<file path="src/rtl/divider_int8_seq.sv">
// Sequential unsigned restoring divider producing one quotient bit per clock.
// Valid/ready handshakes on both sides; a zero divisor short-circuits to a flagged result.
module divider_int8_seq #(
    parameter int WIDTH = 8
) (
    input  logic             clk,
    input  logic             rst_n,
    input  logic             in_valid,
    output logic             in_ready,
    input  logic [WIDTH-1:0] dividend,
    input  logic [WIDTH-1:0] divisor,
    output logic             out_valid,
    input  logic             out_ready,
    output logic [WIDTH-1:0] quotient,
    output logic [WIDTH-1:0] remainder,
    output logic             div_by_zero
);
    localparam int CNT_W = $clog2(WIDTH + 1);

    typedef enum logic [1:0] {IDLE, CALC, DONE} state_t;

    state_t             state_reg, state_next;
    logic [WIDTH-1:0]   divisor_reg;
    logic [WIDTH-1:0]   q_work_reg;
    logic [WIDTH:0]     rem_work_reg;
    logic [CNT_W-1:0]   count_reg;
    logic [WIDTH-1:0]   quotient_reg;
    logic [WIDTH-1:0]   remainder_reg;
    logic               dbz_reg;

    logic               accept;
    logic               last_iter;
    logic               trial_ok;
    logic [WIDTH+1:0]   shifted;
    logic [WIDTH+1:0]   trial;
    logic [WIDTH:0]     rem_next;
    logic [WIDTH-1:0]   q_next;

    assign accept    = in_valid && (state_reg == IDLE);
    assign last_iter = (count_reg == CNT_W'(WIDTH - 1));

    // One restoring step: the sign of the trial difference decides the quotient bit.
    assign shifted  = {rem_work_reg, q_work_reg[WIDTH-1]};
    assign trial    = shifted - {2'b00, divisor_reg};
    assign trial_ok = !trial[WIDTH+1];
    assign rem_next = trial_ok ? trial[WIDTH:0] : shifted[WIDTH:0];
    assign q_next   = {q_work_reg[WIDTH-2:0], trial_ok};

    always_ff @(posedge clk or negedge rst_n) begin
        if (!rst_n) begin
            state_reg <= IDLE;
        end else begin
            state_reg <= state_next;
        end
    end

    always_comb begin
        state_next = state_reg;
        case (state_reg)
            IDLE: begin
                if (accept) begin
                    state_next = (divisor == '0) ? DONE : CALC;
                end
            end
            CALC: begin
                if (last_iter) begin
                    state_next = DONE;
                end
            end
            DONE: begin
                if (out_ready) begin
                    state_next = IDLE;
                end
            end
            default: state_next = IDLE;
        endcase
    end

    always_comb begin
        in_ready  = 1'b0;
        out_valid = 1'b0;
        case (state_reg)
            IDLE:    in_ready  = 1'b1;
            DONE:    out_valid = 1'b1;
            default: ;
        endcase
    end

    always_ff @(posedge clk or negedge rst_n) begin
        if (!rst_n) begin
            divisor_reg   <= '0;
            q_work_reg    <= '0;
            rem_work_reg  <= '0;
            count_reg     <= '0;
            quotient_reg  <= '0;
            remainder_reg <= '0;
            dbz_reg       <= 1'b0;
        end else begin
            case (state_reg)
                IDLE: begin
                    if (accept) begin
                        if (divisor == '0) begin
                            quotient_reg  <= '1;
                            remainder_reg <= dividend;
                            dbz_reg       <= 1'b1;
                        end else begin
                            divisor_reg  <= divisor;
                            q_work_reg   <= dividend;
                            rem_work_reg <= '0;
                            count_reg    <= '0;
                        end
                    end
                end
                CALC: begin
                    rem_work_reg <= rem_next;
                    q_work_reg   <= q_next;
                    count_reg    <= count_reg + CNT_W'(1);
                    if (last_iter) begin
                        quotient_reg  <= q_next;
                        remainder_reg <= rem_next[WIDTH-1:0];
                        dbz_reg       <= 1'b0;
                    end
                end
                default: ;
            endcase
        end
    end

    assign quotient    = quotient_reg;
    assign remainder   = remainder_reg;
    assign div_by_zero = dbz_reg;
endmodule

</file>
<file path="config.mk">
export PLATFORM = sky130hd
export DESIGN_NAME = divider_int8_seq
export DESIGN_NICKNAME = d
export VERILOG_FILES = /design/src/rtl/divider_int8_seq.sv
export SDC_FILE = /design/constraint.sdc
export NUM_CORES = 1
export LEC_CHECK = 0
export ABC_AREA = 1
export CORE_MARGIN = 2
export CORE_UTILIZATION = 58
export DETAILED_ROUTE_END_ITERATION = 7
export PLACE_DENSITY = 0.85
export SLEW_MARGIN = 20
export SYNTH_ARGS = -nofsm -noshare
export SYNTH_HDL_FRONTEND = slang
export SYNTH_SLANG_ARGS = --single-unit
</file>
<file path="constraint.sdc">
create_clock -name clk -period 5.2 [get_ports clk]
set_input_delay 0.78 -clock clk [delete_from_list [all_inputs] [get_ports clk]]
set_output_delay 0.78 -clock clk [all_outputs]
set_load 0.01 [all_outputs]
</file>
Yosys cells after proc, flatten, opt, wreduce, memory -nomap -nowiden
Index checks and enable logic that the tools add are counted.
- add/sub/neg operators: 2
- equality and inequality tests: 8
- muxes and demuxes: 29
- bitwise gates (word level): 1
- reduce and logical (&&, ||, !) cells: 9
- operators with widths (cell ; count):
    2-to-1 mux 8 bit ; 8
    case mux 8 bit (2 select lines) ; 3
    2-to-1 mux 9 bit ; 3
    case mux 9 bit (2 select lines) ; 1
    subtractor 10 x 8 -> 10 bit ; 1
    AND reduction 3 bit ; 3
    zero test 8 bit ; 1
    2-to-1 mux 2 bit ; 4
    2-to-1 mux 4 bit ; 2
    inequality test 2 bit (second input constant) ; 4
    case mux 4 bit (2 select lines) ; 1
    case mux 2 bit (3 select lines) ; 1
    2-to-1 mux 1 bit ; 5
    adder 4 x 1 -> 4 bit (second input constant) ; 1
    == test 4 x 3 -> 1 bit (second input constant) ; 1
    AND reduction 4 bit ; 1
    == test 2 x 1 -> 1 bit (second input constant) ; 1
    == test 2 bit (second input constant) ; 1
    zero test 2 bit ; 1
    inequality test 2 x 1 -> 1 bit (second input constant) ; 1
    case mux 1 bit (2 select lines) ; 1
    nonzero test 2 bit ; 1
    logical AND 1 bit ; 1
    zero test 1 bit ; 1
    inverter 1 bit ; 1
- flip-flop bits (word level): 48
- output and inout bits: 19

Logic depth before layout (Yosys ltp)
Gate-level depths: netlist of run 1.
- depth after elaboration: 4
- mapped depth: 15
- mapped depth without buffers: 14

Worst setup path before layout of run 1
Ideal clock, no wire load.
- path kind: input-to-reg
- start point: input port divisor[3]
- end point: register rem_work_reg[7]
- library setup time: 87 ps
- data arrival time: 1680 ps
- slack: 3433 ps
- stages: 8
- buffers on the path: 1
- path through: nor2_1 > nand4_1 > nand2_2 > nand2_1 > nand2_1 > inv_2 > buf_2 > o211ai_1
- word-level cells in the longest chain between the ends: 3
- ends and longest elaborated chain (what ; RTL line ; source):
    from (decl) ; 11 ; input logic [WIDTH-1:0] divisor,
    zero test 8 bit ; 102 ; if (divisor == '0) begin
    inequality test 2 bit (no source line) ; - ;
    AND reduction 3 bit (no source line) ; - ;
    to (signal assigned) ; 115 ; rem_work_reg <= rem_next;
    to (decl) ; 25 ; logic [WIDTH:0] rem_work_reg;
Every way passes these cells.
A chain may end at the register's enable or synchronous reset.

Final worst setup path of run 1
- start point: input port divisor[3]
- end point: register count_reg[2]
- word-level cells in the longest chain between the ends: 3
- ends and longest elaborated chain (what ; RTL line ; source):
    zero test 8 bit ; 102 ;
    inequality test 2 bit (no source line) ; - ;
    AND reduction 3 bit (no source line) ; - ;
    to (signal assigned) ; 117 ; count_reg <= count_reg + CNT_W'(1);
    to (decl) ; 26 ; logic [CNT_W-1:0] count_reg;
Every way passes these cells.

==> results of run 1 <==
==> worst min-delay path by stage <==
stage / start / to / slack (ns) / depth (start not counted)
2_1_floorplan: divisor_reg[0] / divisor_reg[0] / 0.45 / 2
3_3_place_gp: divisor_reg[0] / divisor_reg[0] / 0.48 / 2
3_5_place_dp: divisor_reg[0] / divisor_reg[0] / 0.48 / 2
4_1_cts: divisor_reg[0] / divisor_reg[0] / 0.50 / 2
5_1_grt: rst_n / state_reg[1] / 0.54 / 1
6_report: rst_n / state_reg[1] / 0.48 / 1
==> layout make-up <==
type | instances | area, µm²
sequential | 48 | 1200
tap | 52 | 65.1
multi-input combinational | 236 | 1220
clock inverter | 2 | 35.0
clock buffer | 6 | 72.6
timing repair buffer | 39 | 385
fill | 341 | 1210
inverter | 52 | 195
==> through the flow <==
stage                      util  total power [W]
final                     0.724          0.00225
after global routing      0.724          0.00246
after CTS                 0.723          0.00225
after detailed placement  0.699          0.00197
after global placement    0.699          0.00193
after floorplan               -          0.00161
==> per-layer routing <==
layer,global-route usage,share of wire,vias up
met5,0,0,-
met1,0.340,0.44,1118
met3,0.0486,0.049,15
met2,0.402,0.48,60
li1,-,-,1188
met4,0.107,0.026,0
==> worst register-to-register path: cells and delay by family (launching register included) <==
| kind | cells | cell delay (ns) |
|---|---|---|
| buf+inv | 3 | 0.81 |
| xor+xnor | 1 | 0.14 |
| simple gates | 5 | 0.67 |
| flops | 1 | 0.46 |
==> cell usage after synthesis (2+ instances only) <==
library cell | count | area share
nor2_2 | 4 | 0.0094
nand3_2 | 4 | 0.015
nor2_1 | 13 | 0.018
buf_6 | 2 | 0.0084
ha_1 | 9 | 0.042
a21oi_1 | 27 | 0.051
nand4_1 | 6 | 0.014
clkbuf_1 | 3 | 0.0042
buf_2 | 5 | 0.0094
xor2_1 | 5 | 0.016
nand2_2 | 6 | 0.014
o21ai_0 | 17 | 0.032
inv_1 | 50 | 0.070
o21ai_1 | 8 | 0.015
dfrtp_1 | 48 | 0.45
inv_2 | 2 | 0.0028
nand2_1 | 89 | 0.12
nand3_1 | 39 | 0.073
==> cell families after synthesis <==
kind of cell    after synthesis  share of synthesized area
simple gates                163                      0.275
buf+inv                      62                     0.0950
compound gates               58                      0.115
flops                        48                      0.449
fa+ha+maj                    10                     0.0496
xor+xnor                      5                     0.0164
==> power by group <==
group	switching [W]	internal, W
clock	0.000125	0.000143
sequential	0.0000950	0.000551
combinational	0.000838	0.000498
==> metrics, run 1 <==
Avg WL per Cell=13.6 µm; Setup Viol. Count Final=0; data required time of the critical path=5.38 ns; delay of the slowest critical-path stage=0.42 ns; ordered cell list for the critical path=clkdlybuf4s50_1, nor2_1, nand4_1, nand2_2, nand2_1, nand2_1, inv_2, nand2_1, xor2_1, nor2_1; most common library cell in the layout ignoring fill and taps=nand2_1; Final Skew=0.00762 ns; CORE AREA=0.00438 mm²; power density over the cells=709 mW/mm²; worst-case hold slack=0.479 ns; CP max stage cell=clkdlybuf4s50_1; reg-to-reg critical path startpoint=state_reg[1]; top-level I/O count=39; capture instance of the worst register-to-register path=count_reg[2]; post-synthesis sequential element count=48; instance count after placement with tap cells included=427; worst-margin pin slew=0.599 ns; cell depth of the worst flop-to-flop path=9; global-route wire length before repair=10100 µm; final slew viol count=0; worst slew slack as a fraction of its limit=0.600; clock edge transition at the registers on the reported setup and hold paths=0.09 ns; Top Family by Delay on Critical Path=simple AND/OR/NAND/NOR gates; maximum count of clock buffers along a single path=2; total number of H-tree levels=2; warnings from Yosys=0; Die H=71.9 µm; hold buffer count at cts=0; Highest Clock Rate=0.406 GHz; last weighted congestion value of the routability-driven placer=0.854; global-route congestion overflow total=0; quantity of gates resized following cts=0; via count of the first global-routing pass=2243; Port Buffer Count=38; most instantiated flip-flop cell in the synthesis netlist=dfrtp_1; DRC violations left=0; HP Class=in -> async; arrival time of the worst setup path=2.64 ns; site row count=24; Avg Synthesized Cell Area=7.73 µm²; Max VDD drop=0.470 mV; proportion of layout cells with a drive suffix above 1=0.0705; area of all placed cells without fillers=0.00317 mm²; final-stage net count=412; largest net degree at the start of global routing=49; total cell area at the placement stage=0.00306 mm²; Post-Synthesis Cell Area=0.00267 mm²; final hold vios=0; Skew-Pair Late Insertion Delay=0.30 ns; result of the run=finished clean; number of buffers inserted during clock tree synthesis=5; initial cell density of the core=0.610; dominant cell type by count on the critical path=nand2_1; least setup slack across all paths after layout=2.74 ns; max cap viols=0; Die Width=71.9 µm; post-detailed-route via-to-cell ratio=5.47; Crit path depth=10; synthesized instance count=346; static leakage=1.62 nW; TritonCTS Sinks=48; Setup Total Neg Slack=0 ns; clk root buf=clkbuf_8; die outline area=0.00517 mm²; r2r setup slk=3.02 ns; Post-CTS Setup Inserts=0; crit end category=flop; Buffers & Inverters on Critical Path=2; commonest cells after routing, fill and taps aside=89 x nand2_1, 50 x inv_1, 48 x dfrtp_1; non-filler cells, final=435; Post-DP HPWL=4400 µm; async set-or-reset flop fraction in the synthesized netlist=1.00; Critical Path Source Type=input pin; crit-path max FO=17; number of synthesized flops with an enable pin=0; initial antenna violation count=0; initial drt markers=177; category of the most critical setup path=in -> reg; Worst setup endpoint=count_reg[2]; CP Launch Point=divisor[3]; overall routing resource usage=0.252; vias=2381; library cells used by synthesis=27; Post-Syn Nets=376; relative area change from synthesis to final layout=18.7%; Worst Setup Slack post-DPL=2.43 ns; Largest register FFs=9; Antenna Violating Nets Remaining=0; RSZ-0062 raised after global routing=false; Inserted Diodes=0; Final Cycle Share=0.473; total routed wirelength=5900 µm; CTS tree=done; Initial DRT Pass Iterations=5; final critical path time including I/O delays and setup=2.46 ns; sequential-to-total area share from yosys stat=0.449
No activity file was read; power rests on OpenSTA's default activity.
==> run 2: changes to the inputs <==
--- a/config.mk
+++ b/config.mk
@@ -7,9 +7,9 @@
 export LEC_CHECK = 0
 export ABC_AREA = 1
 export CORE_MARGIN = 2
-export CORE_UTILIZATION = 58
+export CORE_UTILIZATION = 49
 export DETAILED_ROUTE_END_ITERATION = 7
-export PLACE_DENSITY = 0.85
+export PLACE_DENSITY = 0.77
 export SLEW_MARGIN = 20
 export SYNTH_ARGS = -nofsm -noshare
 export SYNTH_HDL_FRONTEND = slang
==> constraint.sdc (replaced) <==
create_clock -name clk -period 2.16 [get_ports clk]
set_input_delay 0.324 -clock clk [delete_from_list [all_inputs] [get_ports clk]]
set_output_delay 0.324 -clock clk [all_outputs]
set_load 0.01 [all_outputs]
==> run 2 against run 1 <==
- the run now ends with hold timing left
- first-iteration DRC count up 25%
- design area up 2.4%
- register-to-register slack worse by 2.8 ns
- non-clock buffer count up 5
- core utilization down 9.6 points
- die area up 17%
- via count down 1.2%
- sequential share of layout area down 0.89 points
- clock-buffer cell count up 1
- critical path type is now reg -> reg
- critical endpoint is now remainder[0]
==> metrics, run 2 (synthesized netlist as in run 1, its figures left out) <==
TritonCTS Sinks=48 (unchanged); Switch Pwr=0.00257 W (+140%); number of buffers inserted during clock tree synthesis=5 (unchanged); DRC violations left=0 (unchanged); worst-case hold slack=-0.00970 ns (-0.488 ns); crit end category=flop; violated checks=hold timing; final hold vios=3 (+3); CTS tree=done; initial cell density of the core=0.517 (-0.0929); CP max stage cell=dfrtp_1; Crit path depth=10 (unchanged); final slew viol count=0 (unchanged); clk root buf=clkbuf_8; Inserted Diodes=0 (unchanged); CORE AREA=0.00517 mm² (+18%); Setup Total Neg Slack=0 ns (unchanged); Clock Power Share=0.104 (-0.015); worst slew slack as a fraction of its limit=0.630 (+0.0297); r2r setup slk=0.22 ns (-2.80 ns); arrival time of the worst setup path=2.20 ns (-0.44 ns); global-route congestion overflow total=0 (unchanged); static leakage=1.64 nW (+1.1%); category of the most critical setup path=reg -> reg; crit-path max FO=12 (-5); overall routing resource usage=0.222 (-0.0304); global-route wire length before repair=10600 µm (+4.6%); Final Total Pwr=0.00545 W (+140%); data required time of the critical path=2.42 ns (-2.96 ns); ordered cell list for the critical path=ha_1, nand2_1, nand2_1, a21oi_1, nand4_1, nand2_4, nand3_1, nand3_1, nand2_1, inv_1; area of the multi-input gates=0.00124 mm² (+1.6%); total routed wirelength=6160 µm (+4.3%); site row count=26 (+8.3%); HP Class=in -> async; Buffers & Inverters on Critical Path=1 (-1); Setup Viol. Count Final=0 (unchanged); switching share of power=0.472 (+0.00207); relative area change from synthesis to final layout=21.5%; Port Buffer Count=38 (unchanged); final-stage net count=417 (+1.2%); post-detailed-route via-to-cell ratio=5.14 (-6.2%); sequential share of power=0.289 (+0.002); last weighted congestion value of the routability-driven placer=0.914 (+7.1%); vias=2352 (-1.2%); clock edge transition at the registers on the reported setup and hold paths=0.09 ns (about the same); quantity of gates resized following cts=0 (unchanged); sequential cell area=0.00120 mm² (unchanged); die outline area=0.00606 mm² (+17%); Largest register FFs=9 (unchanged); Highest Clock Rate=0.515 GHz; Die H=77.9 µm (+8.3%); total number of H-tree levels=2 (unchanged); CP Launch Point=rem_work_reg[5]; max cap viols=0 (unchanged); delay of the slowest critical-path stage=0.41 ns (about the same); maximum count of clock buffers along a single path=2 (unchanged); final critical path time including I/O delays and setup=1.94 ns; dominant cell type by count on the critical path=nand2_1; commonest cells after routing, fill and taps aside=88 x nand2_1, 50 x inv_1, 48 x dfrtp_1; Max VDD drop=1.06 mV (+130%); via count of the first global-routing pass=2259 (+0.71%); Final Skew=0.00597 ns (-0.00165 ns); largest net degree at the start of global routing=29 (-41%); internal power contribution=0.00287 W (+140%); Top Family by Delay on Critical Path=simple AND/OR/NAND/NOR gates; Worst setup endpoint=remainder[0]; Critical Path Source Type=flop; instance count after placement with tap cells included=450 (+5.4%); capture instance of the worst register-to-register path=remainder[0]; reg-to-reg critical path startpoint=rem_work_reg[5]; worst-margin pin slew=0.555 ns (-0.0446 ns); Post-CTS Setup Inserts=0 (unchanged); initial drt markers=222 (+25%); result of the run=finished with violations; Avg WL per Cell=13.4 µm (-0.92%); fill cell instance count of the final layout=441 (+29%); RSZ-0062 raised after global routing=false; Die Width=77.9 µm (+8.3%); initial antenna violation count=0 (unchanged); proportion of layout cells with a drive suffix above 1=0.0902 (+0.0197); Skew-Pair Late Insertion Delay=0.31 ns (about the same); Antenna Violating Nets Remaining=0 (unchanged); combinational fraction of design power=0.607 (+0.013); most common library cell in the layout ignoring fill and taps=nand2_1; top-level I/O count=39 (unchanged); Initial DRT Pass Iterations=5 (unchanged); Final Cycle Share=0.899; cell depth of the worst flop-to-flop path=10 (+1); Post-DP HPWL=4550 µm (+3.4%); non-filler cells, final=458 (+5.3%); power density over the cells=1680 mW/mm² (+140%); hold buffer count at cts=0 (unchanged)
run 2: worst min-delay path by stage:
stage / from / to / depth (start not counted)
after detailed placement: rst_n / rem_work_reg[5] / 1
after global placement: rst_n / rem_work_reg[5] / 1
after CTS: rst_n / rem_work_reg[1] / 1
after global routing: rst_n / rem_work_reg[7] / 1
after floorplan: rst_n / count_reg[0] / 0
final: rst_n / rem_work_reg[2] / 1
run 2: power groups by stage:
| stage | logic [W] | clock network [W] | registers [W] |
|---|---|---|---|
| CTS | 0.00326 | 0.000585 | 0.00157 |
| global route | 0.00374 | 0.000611 | 0.00162 |
| detailed placement | 0.00323 | 0 | 0.00158 |
| global placement | 0.00317 | 0 | 0.00157 |
| floorplan | 0.00227 | 0 | 0.00160 |
| finish | 0.00331 | 0.000567 | 0.00157 |
run 2: worst reg2reg max path, stage by stage, from the launching register on:
cell     delay, ns
dfrtp_1       0.41
ha_1          0.35
nand2_1       0.08
nand2_1       0.07
a21oi_1       0.26
nand4_1       0.20
nand2_4       0.19
nand3_1       0.12
nand3_1       0.11
nand2_1       0.05
inv_1         0.05
run 2: area by class of cell:
| class | instances | share of cell area |
|---|---|---|
| clock buffers | 7 | 0.0266 |
| clock inverters | 1 | 0.00231 |
| inverters | 52 | 0.0601 |
| multi-input cells | 236 | 0.381 |
| flip-flops and latches | 48 | 0.370 |
| well taps | 70 | 0.0270 |
| repair buffers | 44 | 0.133 |
run 2: metrics by stage:
stage          utilization  worst slack (ns)  area (µm²)  hold WS [ns]
2_1_floorplan            -             0.411        2670        0.0284
3_3_place_gp         0.606             0.101        3140         0.324
3_5_place_dp         0.606            0.0970        3140         0.343
4_1_cts              0.624             0.167        3230       0.00641
5_1_grt              0.628            0.0403        3250        0.0253
6_report             0.628             0.218        3250      -0.00970
run 2: routing by layer:
metal  global-route usage  vias to the layer above  part of all wire
met2                0.375                       64              0.49
met4               0.0643                        0             0.013
met5                    0                        -                 0
met3               0.0360                        7             0.048
li1                     -                     1197                 -
met1                0.292                     1084              0.45
==> RTL edit (flow settings as in run 1) <==
Add an input register stage for `dividend` and `divisor`, with the module's reset; this delays them by one clock. The other inputs are not delayed to match.
--- a/src/rtl/divider_int8_seq.sv
+++ b/src/rtl/divider_int8_seq.sv
@@ -20,2 +20,15 @@
     typedef enum logic [1:0] {IDLE, CALC, DONE} state_t;
+
+    logic [WIDTH-1:0] dividend_q;
+    logic [WIDTH-1:0] divisor_q;
+
+    always_ff @(posedge clk or negedge rst_n) begin
+        if (!rst_n) begin
+            dividend_q <= '0;
+            divisor_q  <= '0;
+        end else begin
+            dividend_q <= dividend;
+            divisor_q  <= divisor;
+        end
+    end
 
@@ -61,3 +74,3 @@
                 if (accept) begin
-                    state_next = (divisor == '0) ? DONE : CALC;
+                    state_next = (divisor_q == '0) ? DONE : CALC;
                 end
@@ -101,9 +114,9 @@
                     if (accept) begin
-                        if (divisor == '0) begin
+                        if (divisor_q == '0) begin
                             quotient_reg  <= '1;
-                            remainder_reg <= dividend;
+                            remainder_reg <= dividend_q;
                             dbz_reg       <= 1'b1;
                         end else begin
-                            divisor_reg  <= divisor;
-                            q_work_reg   <= dividend;
+                            divisor_reg  <= divisor_q;
+                            q_work_reg   <= dividend_q;
                             rem_work_reg <= '0;
Function: changed (a bounded check fails within 4 cycles, from zero or initial values and one cycle with rst_n low).
==> RTL edit against run 1 <==
- core utilization decreased by 0.64 points
- sequential cell count up 16
- wire length rose by 12%
- highest routed layer unchanged
- first-iteration DRC count decreased by 3.4%
- sequential share of layout area up 5.9 points
- final area up 15%
- largest power group unchanged
- synthesized cell count grew 3.8%
- setup slack improved by 0.16 ns
- maximum frequency up 7.1%
- via count is 6.0% higher
- largest cell class is now registers
- synthesized area grew 15%
- power up 5.0%
- critical path depth shrank 8
==> RTL edit: results (changes against run 1) <==
The flow ran to the end, and the final reports show no timing, DRC or antenna violations. The number of buffers created by CTS came out at 9 (+4). The fraction of the yosys area taken by sequential cells came out at 51.9% (+7.0 points). The number of nets produced by synthesis is 389 (+3.5%). The worst-case vdd ir drop is 0.000425 V (-9.7%).

The total via count in the routed design is 2524 (+6.0%). The number of levels in the clock H-tree is 3 (+1). The wire length on met2 is 3.45 mm (+21%). The fraction of met1 tracks used by global routing is 31.0% (-3.0 points).

The routed length on met1 is 2.77 mm (+5.7%). The worst register-to-register path ends at rem_work_reg[7]. The detailed placer's ending HPWL is 4.64 mm (+5.5%). The total placed instance area is 3500 sq um (+14%). The final routed wire length divided by cell count came out at 14.0 um (+3.4%).

The total routing resource utilization after global routing came out at 25.1% (-0.12 points). The global routing met2 resource utilization is 42.0% (+1.8 points). The largest clock skew in the final design is 0.00791 ns (+0.000287 ns).

The number of fill cells came out at 400 (+17%). The ratio of cells with drive above 1 in the final layout is 8.93% (+1.9 points). The distinct cell type count of the synthesized netlist came to 28 (+3.7%).

The post-placement setup slack came to 2.60 ns (+0.166 ns). The pin count of the biggest net entering global routing was 65 (+33%). The total length of routed met3 wires came out at 340 um (+18%).

The worst flop-to-flop path startpoint is state_reg[0]. The latest clock arrival within the worst-skew pair came out at 0.34 ns (+0.04 ns). The total leakage power is 1.86 nW (+15%). The critical path ends at in_ready. The final net count was 430 (+4.4%). The cell count of the worst reg-to-reg path is 8 (-1). The last weighted congestion value of the routability-driven placer came out at 0.862 (+0.94%).

The type of origin of the critical path is a flop. The violation count after the first detailed-routing iteration came to 171 (-3.4%). The worst-case headroom to the max-slew limit came out at 47.7% (-12 points). The shortest period the worst path allows came to 2.30 ns (-0.164 ns).

Sorting the synthesized cells by area gives the leading types as sky130_fd_sc_hd__dfrtp_1 52%, sky130_fd_sc_hd__nand2_1 10%, sky130_fd_sc_hd__inv_1 6.9%, sky130_fd_sc_hd__nand3_1 5.5%, sky130_fd_sc_hd__ha_1 3.7%.
RTL edit: changes by cell type in the layout (fill, tap and decap cells not counted), sizes merged, moves of 2 or more:
cell / run 1 / this run
inv: 52 / 59
a22oi: 1 / 8
clkinv: 1 / 3
dfrtp: 48 / 64
clkbuf: 6 / 10
a21oi: 28 / 15
nand2: 95 / 91
RTL edit: cell type report:
cell class | count | area, sq um | area share [%]
well taps | 70 | 87.6 | 2.39
multi-input cells | 226 | 1200 | 32.8
flip-flops and latches | 64 | 1600 | 43.7
inverters | 59 | 221 | 6.05
clock inverters | 4 | 22.5 | 0.615
clock buffers | 10 | 138 | 3.76
repair buffers | 40 | 390 | 10.7
RTL edit: critical path: stages, from the launching register on:
cell                              delay (ns)
sky130_fd_sc_hd__dfrtp_1                0.41
sky130_fd_sc_hd__nor2_1                 0.19
sky130_fd_sc_hd__clkdlybuf4s50_1        0.58
RTL edit: where the power goes:
group	internal (mW)	switching, mW
clock	0.178	0.189
sequential	0.659	0.0900
combinational	0.447	0.800
total	1.28	1.08
RTL edit: kinds of logic (layout without fill, tap and decap cells):
logic type | Yosys count | count (layout) | share of synthesized area (%)
compound gates | 53 | 53 | 9.78
xor+xnor | 4 | 4 | 1.14
fa+ha+maj | 10 | 10 | 4.30
buf+inv | 69 | 113 | 9.09
flops | 64 | 64 | 51.9
simple gates | 159 | 159 | 23.8
RTL edit: metrics by stage:
step                      std cells  hold slack [ns]  total power, mW
after floorplan                 359            0.448             1.67
after global placement          459            0.471             1.93
after detailed placement        459            0.474             1.98
after CTS                       473            0.490             2.36
after global routing            473            0.506             2.57
final                           473            0.483             2.36
